## config.mk

```make
export PLATFORM = sky130hd
export DESIGN_NAME = ram_arbiter
export DESIGN_NICKNAME = d
export VERILOG_FILES = /design/src/rtl/ram_arbiter.sv
export SDC_FILE = /design/constraint.sdc
export NUM_CORES = 1
export LEC_CHECK = 0
export ABC_AREA = 1
export BUFFER_PORTS_ARGS = -buffer_cell sky130_fd_sc_hd__buf_2
export CAP_MARGIN = 20
export CORE_MARGIN = 5
export CORE_UTILIZATION = 36
export CTS_CLUSTER_DIAMETER = 40
export DETAILED_ROUTE_END_ITERATION = 6
export PLACE_DENSITY_LB_ADDON = 0.05
export SLEW_MARGIN = 20
export SYNTH_ARGS = -nofsm -noshare
export SYNTH_HDL_FRONTEND = slang
export SYNTH_SLANG_ARGS = --single-unit
export TNS_END_PERCENT = 50
```

## constraint.sdc

```tcl
create_clock -name clk_sys -period 4.4 [get_ports clk_sys]
set_clock_uncertainty 0.05 [all_clocks]
set_input_delay 0 -clock clk_sys [delete_from_list [all_inputs] [get_ports clk_sys]]
set_output_delay 0 -clock clk_sys [all_outputs]
set_load 0.1 [all_outputs]
```

## src/rtl/ram_arbiter.sv

```systemverilog
// ram_arbiter: single-port owner of system RAM banks 0/1, shared between
// the 7800 system bus, a host port and the fill sweep. Optional macro: RAM_ARB_STARVE_EN.
module ram_arbiter #(
    parameter logic [7:0] FILL         = 8'hFF,
    parameter int         STARVE_LIMIT = 16
) (
    input  logic        clk_sys,
    input  logic        rst,
    input  logic        loading,
    input  logic        clear_start,
    input  logic        sys_ram0_cs,
    input  logic        sys_ram1_cs,
    input  logic [10:0] sys_addr,
    input  logic        sys_we,
    input  logic [7:0]  sys_wdata,
    output logic [7:0]  sys_rdata,
    input  logic        dma_active,
    input  logic        host_req,
    input  logic        host_we,
    input  logic [11:0] host_addr,
    input  logic [7:0]  host_wdata,
    output logic [7:0]  host_rdata,
    output logic        host_ack,
    output logic [10:0] ram_addr,
    output logic [7:0]  ram_wdata,
    output logic        ram0_we,
    output logic        ram1_we,
    input  logic [7:0]  ram0_q,
    input  logic [7:0]  ram1_q,
    output logic        clear_busy,
    output logic        cpu_hold
);

    localparam logic [1:0] S_IDLE  = 2'd0;
    localparam logic [1:0] S_CLEAR = 2'd1;
    localparam logic [1:0] S_HOST  = 2'd2;

    logic [1:0]  state;
    logic [10:0] clr_cnt;
    logic        loading_q;
    logic        sel1_q;
    logic        host_bank_q;
    logic [7:0]  host_rdata_q;
    logic [7:0]  host_q;
    logic        sys_cs;
    logic        clear_trig;
    logic        grant;
    logic        in_clear;

    assign sys_cs     = sys_ram0_cs | sys_ram1_cs;
    assign clear_trig = clear_start | (loading & ~loading_q);
    assign in_clear   = (state == S_CLEAR);
    assign grant      = (state == S_IDLE) & ~sys_cs & host_req & ~clear_trig;
    assign host_q     = host_bank_q ? ram1_q : ram0_q;
    assign host_ack   = (state == S_HOST);
    assign host_rdata = host_ack ? host_q : host_rdata_q;
    assign clear_busy = in_clear;

    // State sequencing, sweep counter and registered bank/read-data capture
    always_ff @(posedge clk_sys) begin
        if (rst) begin
            state        <= S_IDLE;
            clr_cnt      <= '0;
            loading_q    <= 1'b0;
            sel1_q       <= 1'b0;
            host_bank_q  <= 1'b0;
            host_rdata_q <= '0;
        end else begin
            loading_q <= loading;
            sel1_q    <= sys_ram1_cs;
            unique case (state)
                S_IDLE: begin
                    if (clear_trig) begin
                        state   <= S_CLEAR;
                        clr_cnt <= '0;
                    end else if (grant) begin
                        state       <= S_HOST;
                        host_bank_q <= host_addr[11];
                    end
                end
                S_CLEAR: begin
                    if (clear_start)
                        clr_cnt <= '0;
                    else if (clr_cnt == 11'h7FF && !loading)
                        state <= S_IDLE;
                    else
                        clr_cnt <= clr_cnt + 11'd1;
                end
                S_HOST: begin
                    host_rdata_q <= host_q;
                    if (clear_trig) begin
                        state   <= S_CLEAR;
                        clr_cnt <= '0;
                    end else begin
                        state <= S_IDLE;
                    end
                end
                default: state <= S_IDLE;
            endcase
        end
    end

    // RAM port mux: sweep first, then system bus, then a host grant
    always_comb begin
        ram_addr  = '0;
        ram_wdata = '0;
        ram0_we   = 1'b0;
        ram1_we   = 1'b0;
        sys_rdata = sel1_q ? ram1_q : ram0_q;
        if (in_clear) begin
            ram_addr  = clr_cnt;
            ram_wdata = FILL;
            ram0_we   = 1'b1;
            ram1_we   = 1'b1;
            sys_rdata = FILL;
        end else if (sys_cs) begin
            ram_addr  = sys_addr;
            ram_wdata = sys_wdata;
            ram0_we   = sys_ram0_cs & sys_we;
            ram1_we   = sys_ram1_cs & sys_we;
        end else if (grant) begin
            ram_addr  = host_addr[10:0];
            ram_wdata = host_wdata;
            ram0_we   = ~host_addr[11] & host_we;
            ram1_we   = host_addr[11] & host_we;
        end
    end

`ifdef RAM_ARB_STARVE_EN
    localparam int WW = $clog2(STARVE_LIMIT + 1);

    logic [WW-1:0] wait_cnt;
    logic          hold_q;
    logic          waiting;
    logic          reached;
    logic          hold_set;

    assign waiting  = (state == S_IDLE) & host_req & ~grant;
    assign reached  = int'(wait_cnt) >= STARVE_LIMIT - 1;
    assign hold_set = waiting & ~dma_active & reached;
    assign cpu_hold = (hold_q | hold_set) & ~dma_active;

    // Starvation counter: the cycle it reaches the limit raises the CPU hold
    always_ff @(posedge clk_sys) begin
        if (rst || grant)
            wait_cnt <= '0;
        else if (waiting && int'(wait_cnt) < STARVE_LIMIT)
            wait_cnt <= wait_cnt + 1'b1;
        if (rst || host_ack)
            hold_q <= 1'b0;
        else if (hold_set)
            hold_q <= 1'b1;
    end
`else
    logic unused_cfg;
    assign unused_cfg = dma_active | (STARVE_LIMIT < 0);
    assign cpu_hold   = 1'b0;
`endif

endmodule

```

==> impl_metrics.csv, run 1 <==
group,metric,value,unit
worst_setup_path,endpoint_kind,"output pin",
cells_and_area,num-nets-final,462,
flow_run,maxCapViolCount,0,
sta,maxSlewHeadroom,51.7,%
power,leakage,1.20,nW
cells_and_area,final_cell_area,2390,um^2
global_routing,grt_max_degree,32,
clock_tree,cts_buffers,3,
sta,worst_pin_slew,0.724,ns
clock_tree,cts.htree.levels,1,
place,postPlaceCellArea,2250,um^2
clock_tree,cts_tree,"yes",
sta,final.setup.tns,0,ns
logic_synthesis,synth_edf_count,0,
clock_tree,post-cts-setup-buffers,0,
sta,hold_violations,0,
logic_synthesis,synth_seq_cells,24,
logic_synthesis,synth_area_leaders,"dfxtp_1 (28%), nand2_1 (16%), a21oi_1 (15%), nor2_1 (9.3%), inv_1 (6.1%)",
clock_tree,clock-sinks,24,
detailed_routing,wirelength,5490,um
floorplan,rows,25,
cells_and_area,multi_input_area,1070,um^2
sta,fin_ws,1.88,ns
power,pwr-share-seq,27.7,%
logic_synthesis,synth_flop_cell,"dfxtp_1",
worst_setup_path,crit_path_max_fanout,21,
cells_and_area,nFillCells,531,
worst_setup_path,worstSetupPathType,"primary input to output pin",
sta,period_share,57.2,%
cells_and_area,syn_to_final_growth,38.1,%
clock_tree,clockBufferDepth,2,
logic_synthesis,synth_cell_types,25,
detailed_routing,drt_iter0_drc,67,
logic_synthesis,ys_seq_area_share,27.8,%
detailed_routing,wl_per_cell,12.2,um
logic_synthesis,syn_area_per_cell,5.86,um^2
cells_and_area,regArea,480,um^2
global_routing,grt_first_pass_wirelength,9230,um
floorplan,die_area,6290,um^2
worst_setup_path,critPathLaunchType,"primary input",
place,hpwl,4280,um
detailed_routing,route.detailed.drc,0,
clock_tree,path_clk_slew,0.09,ns
detailed_routing,dr.pass1.iters,4,
global_routing,grt_usage,17.8,%
floorplan,die_x,79.3,um
detailed_routing,wl_met3,349,um
power,vdd_ir_drop_max,0.000146,V
power,p_int,0.000427,W
clock_tree,cts-root-buf,"clkbuf_8",
power,combPwrFrac,49.6,%
logic_synthesis,netlist_area,1730,um^2
clock_tree,worst_skew_pair.late_latency,0.27,ns
run_status,status,"complete, no violations",
logic_synthesis,synth_fp_nets,361,
global_routing,grt-ovfl-total,0,
sta,grt_setup_unrepaired,"no",
power,swShare,49.9,%
sta,setup_viol,0,
floorplan,core_area,4690,um^2
floorplan,die_h,79.3,um
place,gp_congestion,0.843,
worst_setup_path,worstPathRequired,4.35,ns
power,clkPwrFrac,22.7,%
place,dp_slack,2.45,ns
logic_synthesis,synth.largest_area_cell,"dfxtp_1",
logic_synthesis,yosys_warnings,0,
detailed_routing,final_antenna_net_count,0,
power,power.switching,0.000425,W
cells_and_area,drive_above_1_share,29.6,%
clock_tree,ctsHoldBuffers,7,
clock_tree,post_cts_resized,0,
floorplan,start_util,36.9,%
logic_synthesis,postSynthCellCount,295,
detailed_routing,wl_met2,2570,um
detailed_routing,via_per_inst,4.85,
detailed_routing,top_layer,"met4",
logic_synthesis,synth_top_area_share,27.8,%
detailed_routing,wl_met1,2510,um
global_routing,grt_pass1_vias,2045,
power,p_per_area,357,nW/um^2
detailed_routing,via_count,2178,
worst_hold_path,hold_class,"primary input to flip-flop",
place,io_buffer_count,102,
worst_setup_path,arrival,2.47,ns
global_routing,antenna_found_initial,0,
sta,fin_crit,2.52,ns
sta,max_freq,397,MHz
logic_synthesis,async_reset_ff_share,0,%
cells_and_area,diodes,0,
sta,drv_slew,0,
floorplan,ios,105,
## synthesized netlist by cell type, types with 2 or more instances
| master | instances |
|---|---|
| nand2_1 | 72 |
| a21oi_1 | 52 |
| nor2_1 | 43 |
| inv_1 | 28 |
| dfxtp_1 | 24 |
| o21ai_0 | 20 |
| nand3_1 | 11 |
| and2_1 | 8 |
| buf_2 | 7 |
| a22oi_1 | 5 |
| clkbuf_1 | 5 |
| o21ai_2 | 4 |
| nand2_4 | 2 |
| nor2_2 | 2 |
| o21ai_1 | 2 |
## layout by cell type, fill, tap and decap left out, types with 5 or more instances in the layout
cell / Yosys / layout
nor2_1: 43 / 43
a22oi_1: 5 / 5
inv_1: 28 / 28
a21oi_1: 52 / 52
nand2_1: 72 / 72
o21ai_0: 20 / 20
and2_1: 8 / 8
buf_2: 7 / 102
dlygate4sd3_1: 0 / 7
dfxtp_1: 24 / 24
nand3_1: 11 / 11
## power by group through the flow
stage | sequential, W | clock, W | combinational [W]
2_1_floorplan | 0.000237 | 0 | 0.000348
5_1_grt | 0.000238 | 0.000212 | 0.000450
4_1_cts | 0.000236 | 0.000202 | 0.000425
3_3_place_gp | 0.000241 | 0 | 0.000419
6_report | 0.000236 | 0.000194 | 0.000423
3_5_place_dp | 0.000241 | 0 | 0.000420
## cells by family after synthesis
kind of cell | Yosys count | share of synthesized area [%]
AOI/OAI and AO/OA | 84 | 26.0
adders and majority gates | 1 | 0.723
buffers and inverters | 43 | 10.5
DFF | 24 | 27.8
other | 1 | 0.217
and+or+nand+nor | 142 | 34.7
## flip-flops by register name, indices dropped and copies added (netlist names)
register      flops
clr_cnt          11
sel1_q            1
host_bank_q       1
state             2
loading_q         1
host_rdata_q      8
## metal layers
layer / GRT usage (%) / up-vias
met5: 0 / -
met4: 3.95 / 0
met3: 3.51 / 7
met2: 30.6 / 57
met1: 22.7 / 964
li1: - / 1150
## critical path, cell delays in order
cell	delay, ns
dlygate4sd3_1	0.53
buf_2	0.14
or2_1	0.50
nor3_2	0.27
buf_4	0.26
inv_1	0.11
o31ai_1	0.19
buf_2	0.47
## final cells by class
| type | count | area share [%] |
|---|---|---|
| Clock inverter | 1 | 1.26 |
| Tap cell | 54 | 2.83 |
| Sequential cell | 24 | 20.1 |
| Clock buffer | 3 | 1.73 |
| Timing Repair Buffer | 111 | 24.9 |
| Inverter | 28 | 4.40 |
| Multi-Input combinational cell | 228 | 44.7 |
## stage by stage
stage | power [W] | hold slack (ns) | std cells | utilization [%]
after floorplan | 0.000584 | 0.0570 | 295 | -
after global placement | 0.000660 | 0.185 | 438 | 47.9
after detailed placement | 0.000662 | 0.193 | 438 | 47.9
after CTS | 0.000864 | 0.146 | 449 | 50.9
after global routing | 0.000899 | 0.162 | 449 | 50.9
final | 0.000853 | 0.151 | 449 | 50.9
## final timing paths
check,cells past startpoint,slack (ns),from,endpoint
min reg2reg,2,0.49,clr_cnt[4]$_SDFFE_PP0P_,clr_cnt[4]$_SDFFE_PP0P_
max,8,1.88,sys_ram1_cs,ram0_we
max reg2reg,7,2.55,loading_q$_SDFF_PP0_,host_bank_q$_SDFFE_PP0P_
min,4,0.15,ram1_q[6],host_rdata_q[6]$_SDFF_PP0_
(Power assumes the default switching activity.)
==> run 2: changes to the inputs <==
Clock period 4.4 ns to 2.3 ns, I/O delays scaled along.
==> run 2 against run 1 <==
Effect of this change: clock power grew 91%; combinational power grew to 2.5 times the previous value; critical endpoint is now host_bank_q$_SDFFE_PP0P_; clock-buffer cell count is the same; critical path type is now primary input to flip-flop.
==> impl_metrics.csv, run 2 (synthesis gave the netlist of run 1 again) <==
group,metric,value,unit
run_status,status,"complete, no violations",
sta,hold_violations,0,
power,p_int,0.00102,W
sta,max_freq,478,MHz
worst_setup_path,worstSetupPathType,"primary input to flip-flop",
clock_tree,path_clk_slew,0.09,ns
floorplan,die_h,79.3,um
detailed_routing,dr.pass1.iters,4,
power,vdd_ir_drop_max,0.000298,V
detailed_routing,wirelength,6040,um
detailed_routing,final_antenna_net_count,0,
worst_setup_path,slowest_stage,"dlygate4sd3_1",
sta,maxSlewHeadroom,56.4,%
place,hpwl,4830,um
sta,setup_viol,0,
floorplan,die_x,79.3,um
global_routing,antenna_found_initial,0,
worst_setup_path,endpoint_kind,"flip-flop",
clock_tree,cts_buffers,3,
clock_tree,post-cts-setup-buffers,0,
sta,fin_crit,2.09,ns
power,leakage,1.39,nW
detailed_routing,via_per_inst,4.90,
global_routing,grt_pass1_vias,2025,
cells_and_area,multi_input_area,1100,um^2
cells_and_area,drive_above_1_share,32.2,%
cells_and_area,final_util,61.5,%
global_routing,grt_max_degree,22,
clock_tree,clock-sinks,24,
clock_tree,post_cts_resized,0,
worst_setup_path,cp_slowest_stage_delay,0.55,ns
cells_and_area,top_register,"clr_cnt",
global_routing,grt_first_pass_wirelength,9560,um
worst_setup_path,worstPathRequired,2.41,ns
place,postPlaceCellArea,2750,um^2
worst_setup_path,r2r_setup_slack,0.37,ns
worst_setup_path,critPathLaunchType,"primary input",
floorplan,die_area,6290,um^2
cells_and_area,final_cells,451,
cells_and_area,regArea,480,um^2
worst_setup_path,crit_buf_inv,5,
place,place_inst,440,
cells_and_area,largest_reg_flops,11,
sta,period_share,91.0,%
sta,worst_pin_slew,0.653,ns
cells_and_area,syn_to_final_growth,67.0,%
clock_tree,cts.htree.levels,1,
detailed_routing,route.detailed.drc,0,
cells_and_area,final_cell_area,2890,um^2
floorplan,start_util,36.9,%
clock_tree,cts_tree,"yes",
floorplan,rows,25,
power,combPwrFrac,56.2,%
cells_and_area,diodes,0,
clock_tree,worst_skew_pair.late_latency,0.26,ns
worst_setup_path,path_cells,"dlygate4sd3_1 > buf_2 > or2_1 > nor3_2 > buf_4 > inv_1 > nand2_1 > a21oi_1 > dlygate4sd3_1",
sta,grt_setup_unrepaired,"no",
power,total_power,0.00188,W
global_routing,grt_usage,19.0,%
cells_and_area,num-nets-final,464,
worst_setup_path,crit_path_max_fanout,21,
detailed_routing,wl_per_cell,13.4,um
cells_and_area,nFillCells,458,
floorplan,ios,105,
power,clkPwrFrac,19.8,%
detailed_routing,drt_iter0_drc,68,
place,gp_congestion,0.835,
clock_tree,clockBufferDepth,2,
sta,drv_slew,0,
worst_setup_path,crit_top_cell,"dlygate4sd3_1",
cells_and_area,top_regs,"clr_cnt x11, host_rdata_q x8, state x2",
cells_and_area,final_cell_mix,"nand2_1 (72), buf_2 (72), a21oi_1 (52), nor2_1 (43), buf_12 (30)",
flow_run,maxCapViolCount,0,
power,pwr-share-seq,24.0,%
floorplan,core_area,4690,um^2
global_routing,grt-ovfl-total,0,
clock_tree,cts-root-buf,"clkbuf_8",
power,swShare,46.0,%
power,power.switching,0.000865,W
place,io_buffer_count,102,
worst_setup_path,arrival,2.20,ns
detailed_routing,via_count,2209,
worst_hold_path,hold_class,"primary input to flip-flop",
clock_tree,ctsHoldBuffers,7,
power,p_per_area,651,nW/um^2
worst_setup_path,worst_path_dominant_cell_family,"buffers and inverters",
[run 2: cell types whose count changed in the layout (fill, tap and decap cells not counted)]
cell / before / now
o21ai_0: 20 / 11
buf_2: 102 / 72
o21ai_1: 2 / 3
o21ai_2: 4 / 12
buf_4: 2 / 4
buf_12: 0 / 30
o31ai_2: 0 / 1
o31ai_1: 1 / 0
[run 2: path summary, 6_finish.rpt]
| path | from | to | cells after the start |
|---|---|---|---|
| max | sys_ram1_cs | host_bank_q$_SDFFE_PP0P_ | 9 |
| min | ram1_q[1] | host_rdata_q[1]$_SDFF_PP0_ | 4 |
| max reg2reg | loading_q$_SDFF_PP0_ | host_bank_q$_SDFFE_PP0P_ | 7 |
| min reg2reg | clr_cnt[4]$_SDFFE_PP0P_ | clr_cnt[4]$_SDFFE_PP0P_ | 2 |
[run 2: worst register-to-register path: stages, from the launching register on]
cell,delay (ns)
dfxtp_1,0.30
o21ai_0,0.36
nor3_2,0.07
buf_4,0.22
inv_1,0.14
nand2_1,0.07
a21oi_1,0.13
dlygate4sd3_1,0.55
[run 2: layout make-up]
cell class,instances,share of cell area [%]
clock inverter,1,1.04
multi-input combinational,228,38.2
sequential,24,16.6
clock buffer,3,1.43
inverter,28,3.64
timing repair buffer,113,36.7
tap,54,2.34
[run 2: stage by stage]
| step | hold WS (ns) | setup TNS (ns) | setup slack (ns) |
|---|---|---|---|
| floorplan | 0.0570 | -4.76 | -0.388 |
| finish | 0.0818 | 0 | 0.206 |
| global route | 0.121 | 0 | 0.0640 |
| CTS | 0.0840 | 0 | 0.198 |
| global placement | 0.190 | 0 | 0.615 |
| detailed placement | 0.194 | 0 | 0.571 |
[run 2: power groups by stage]
stage | sequential, W | combinational (W) | clock, W
4_1_cts | 0.000452 | 0.00106 | 0.000376
3_3_place_gp | 0.000461 | 0.00105 | 0
5_1_grt | 0.000456 | 0.00110 | 0.000396
6_report | 0.000452 | 0.00106 | 0.000371
3_5_place_dp | 0.000462 | 0.00105 | 0
2_1_floorplan | 0.000453 | 0.000669 | 0
[run 2: layer usage]
metal	GRT usage (%)	part of all wire, %	wire length, um
met1	23.6	43	2620
met2	33.7	51	3060
met3	3.17	4.9	297
met4	4.81	0.99	60
met5	0	0	0
==> run 3: changes to the inputs <==
Settings changed: CORE_UTILIZATION 36 to 43, REMOVE_ABC_BUFFERS set to 1.
Clock period 2.3 ns to 2.7 ns, I/O delays scaled along.
==> run 3 against run 2 <==
Effect of this change: register-to-register slack better by 0.47 ns; highest routed layer unchanged; non-clock buffer count is 1 lower; clock power is 14% lower; first-iteration DRC count increased by 56%; total power fell by 25%; critical path type is now primary input to output pin; largest cell class unchanged; cell area fell by 17%; global-route usage rose by 0.44 points; wire length down 8.6%.
==> impl_metrics.csv, run 3 (synthesis gave the netlist of run 1 again) <==
group,metric,value,unit
clock_tree,cts_tree,"yes",
power,pwr-share-seq,27.5,%
global_routing,grt_usage,19.4,%
floorplan,start_util,43.9,%
sta,drv_slew,0,
global_routing,antenna_found_initial,0,
flow_run,maxCapViolCount,0,
global_routing,grt_max_degree,22,
power,total_power,0.00140,W
power,vdd_ir_drop_max,0.000273,V
floorplan,die_h,73.4,um
sta,period_share,91.5,%
clock_tree,worst_skew_pair.late_latency,0.27,ns
detailed_routing,via_count,2177,
detailed_routing,drt_iter0_drc,106,
worst_setup_path,critPathLaunchType,"primary input",
floorplan,rows,23,
detailed_routing,dr.pass1.iters,4,
cells_and_area,final_cell_mix,"buf_2 (101), nand2_1 (72), a21oi_1 (52), nor2_1 (43), inv_1 (28)",
power,swShare,49.9,%
worst_setup_path,crit_buf_inv,4,
sta,maxSlewHeadroom,52.1,%
cells_and_area,final_cells,446,
sta,hold_violations,0,
clock_tree,cts_buffers,3,
cells_and_area,diodes,0,
worst_hold_path,hold_class,"primary input to flip-flop",
sta,final.setup.tns,0,ns
worst_setup_path,worstSetupPathType,"primary input to output pin",
cells_and_area,top_register,"clr_cnt",
global_routing,grt-ovfl-total,0,
detailed_routing,route.detailed.drc,0,
place,hpwl,4140,um
clock_tree,post-cts-setup-buffers,0,
worst_setup_path,arrival,2.42,ns
global_routing,grt_pass1_vias,1894,
sta,setup_viol,0,
worst_setup_path,cp_num_cells,8,
worst_setup_path,cp_slowest_stage_delay,0.54,ns
detailed_routing,via_per_inst,4.88,
worst_setup_path,r2r-end,"host_bank_q$_SDFFE_PP0P_",
place,io_buffer_count,102,
worst_setup_path,r2r-start,"state[1]$_SDFFE_PP0P_",
clock_tree,cts.htree.levels,1,
worst_setup_path,worstPathRequired,2.65,ns
clock_tree,path_clk_slew,0.09,ns
cells_and_area,syn_to_final_growth,39.1,%
worst_setup_path,worst_path_dominant_cell_family,"buffers and inverters",
sta,whs,0.138,ns
floorplan,die_x,73.4,um
sta,grt_setup_unrepaired,"no",
worst_setup_path,slowest_stage,"dlygate4sd3_1",
power,p_int,0.000704,W
floorplan,core_area,3940,um^2
global_routing,grt_first_pass_wirelength,8540,um
place,gp_congestion,0.847,
cells_and_area,top_regs,"clr_cnt x11, host_rdata_q x8, state x2",
power,clkPwrFrac,22.8,%
floorplan,ios,105,
power,combPwrFrac,49.7,%
power,p_per_area,584,nW/um^2
clock_tree,cts-root-buf,"clkbuf_8",
detailed_routing,final_antenna_net_count,0,
power,power.switching,0.000701,W
place,postPlaceCellArea,2260,um^2
clock_tree,clockBufferDepth,2,
worst_setup_path,crit_path_max_fanout,21,
floorplan,die_area,5390,um^2
worst_setup_path,crit_end,"ram_addr[1]",
detailed_routing,wirelength,5520,um
sta,worst_pin_slew,0.719,ns
worst_setup_path,r2r_setup_slack,0.84,ns
sta,max_freq,405,MHz
detailed_routing,wl_per_cell,12.4,um
cells_and_area,layout_commonest_cell,"buf_2",
place,place_inst,435,
run_status,status,"complete, no violations",
clock_tree,clock-sinks,24,
cells_and_area,drive_above_1_share,29.8,%
worst_setup_path,rr_worst_depth,8,
cells_and_area,largest_reg_flops,11,
worst_setup_path,cp-startpoint,"sys_ram1_cs",
worst_setup_path,path_cells,"dlygate4sd3_1 > buf_2 > or2_1 > nor3_2 > buf_4 > nand2_1 > a21oi_1 > buf_2",
worst_setup_path,crit_top_cell,"buf_2",
cells_and_area,final_cell_area,2400,um^2
worst_setup_path,endpoint_kind,"output pin",
power,leakage,1.21,nW
cells_and_area,num-nets-final,463,
sta,fin_crit,2.47,ns
-- run 3: changes by cell type in the layout (fill, tap and decap cells not counted), sizes merged --
| cell | delta |
|---|---|
| buf | -1 |
-- run 3: metal layers --
metal,vias up,wire [um],GRT usage [%]
met5,-,0,0
met4,0,44,4.23
met3,5,520,3.28
met2,64,2500,33.6
met1,952,2450,25.2
li1,1156,-,-
-- run 3: through the flow --
step / setup WS (ns) / util [%]
2_1_floorplan: -0.940 / -
3_3_place_gp: 0.781 / 57.4
3_5_place_dp: 0.769 / 57.4
4_1_cts: 0.210 / 61.0
5_1_grt: 0.0270 / 61.0
6_report: 0.230 / 61.0
-- run 3: cell type report --
type	count	area (um^2)
Fill cell	418	1540
Multi-Input combinational cell	228	1070
Timing Repair Buffer	112	618
Sequential cell	24	480
Inverter	28	105
Tap cell	50	62.6
Clock buffer	3	41.3
Clock inverter	1	30.0
-- run 3: how the worst min path moves through the flow --
| stage | startpoint | slack (ns) | endpoint | depth (start not counted) |
|---|---|---|---|---|
| after floorplan | rst | 0.02 | clr_cnt[3]$_SDFFE_PP0P_ | 1 |
| after global placement | loading | 0.19 | loading_q$_SDFF_PP0_ | 3 |
| after detailed placement | sys_ram1_cs | 0.19 | sel1_q$_SDFF_PP0_ | 3 |
| after CTS | ram1_q[4] | 0.14 | host_rdata_q[4]$_SDFF_PP0_ | 4 |
| after global routing | ram1_q[6] | 0.20 | host_rdata_q[6]$_SDFF_PP0_ | 4 |
| final | ram1_q[4] | 0.14 | host_rdata_q[4]$_SDFF_PP0_ | 4 |
-- run 3: repair_timing --
action,in CTS,in global routing
endpoints found under the hold margin,7,0
resized for setup,0,0
hold buffers,7,0
-- run 3: power by group through the flow --
stage | clock network [W] | logic (W) | registers (W)
detailed placement | 0 | 0.000693 | 0.000393
finish | 0.000320 | 0.000698 | 0.000386
global route | 0.000337 | 0.000737 | 0.000388
global placement | 0 | 0.000690 | 0.000393
floorplan | 0 | 0.000555 | 0.000387
CTS | 0.000324 | 0.000702 | 0.000385
-- run 3: worst min-delay path, delay by kind of cell --
family	cells	cell delay, ns
AOI/OAI and AO/OA	2	0.21
buffers and inverters	1	0.09
and+or+nand+nor	1	0.12
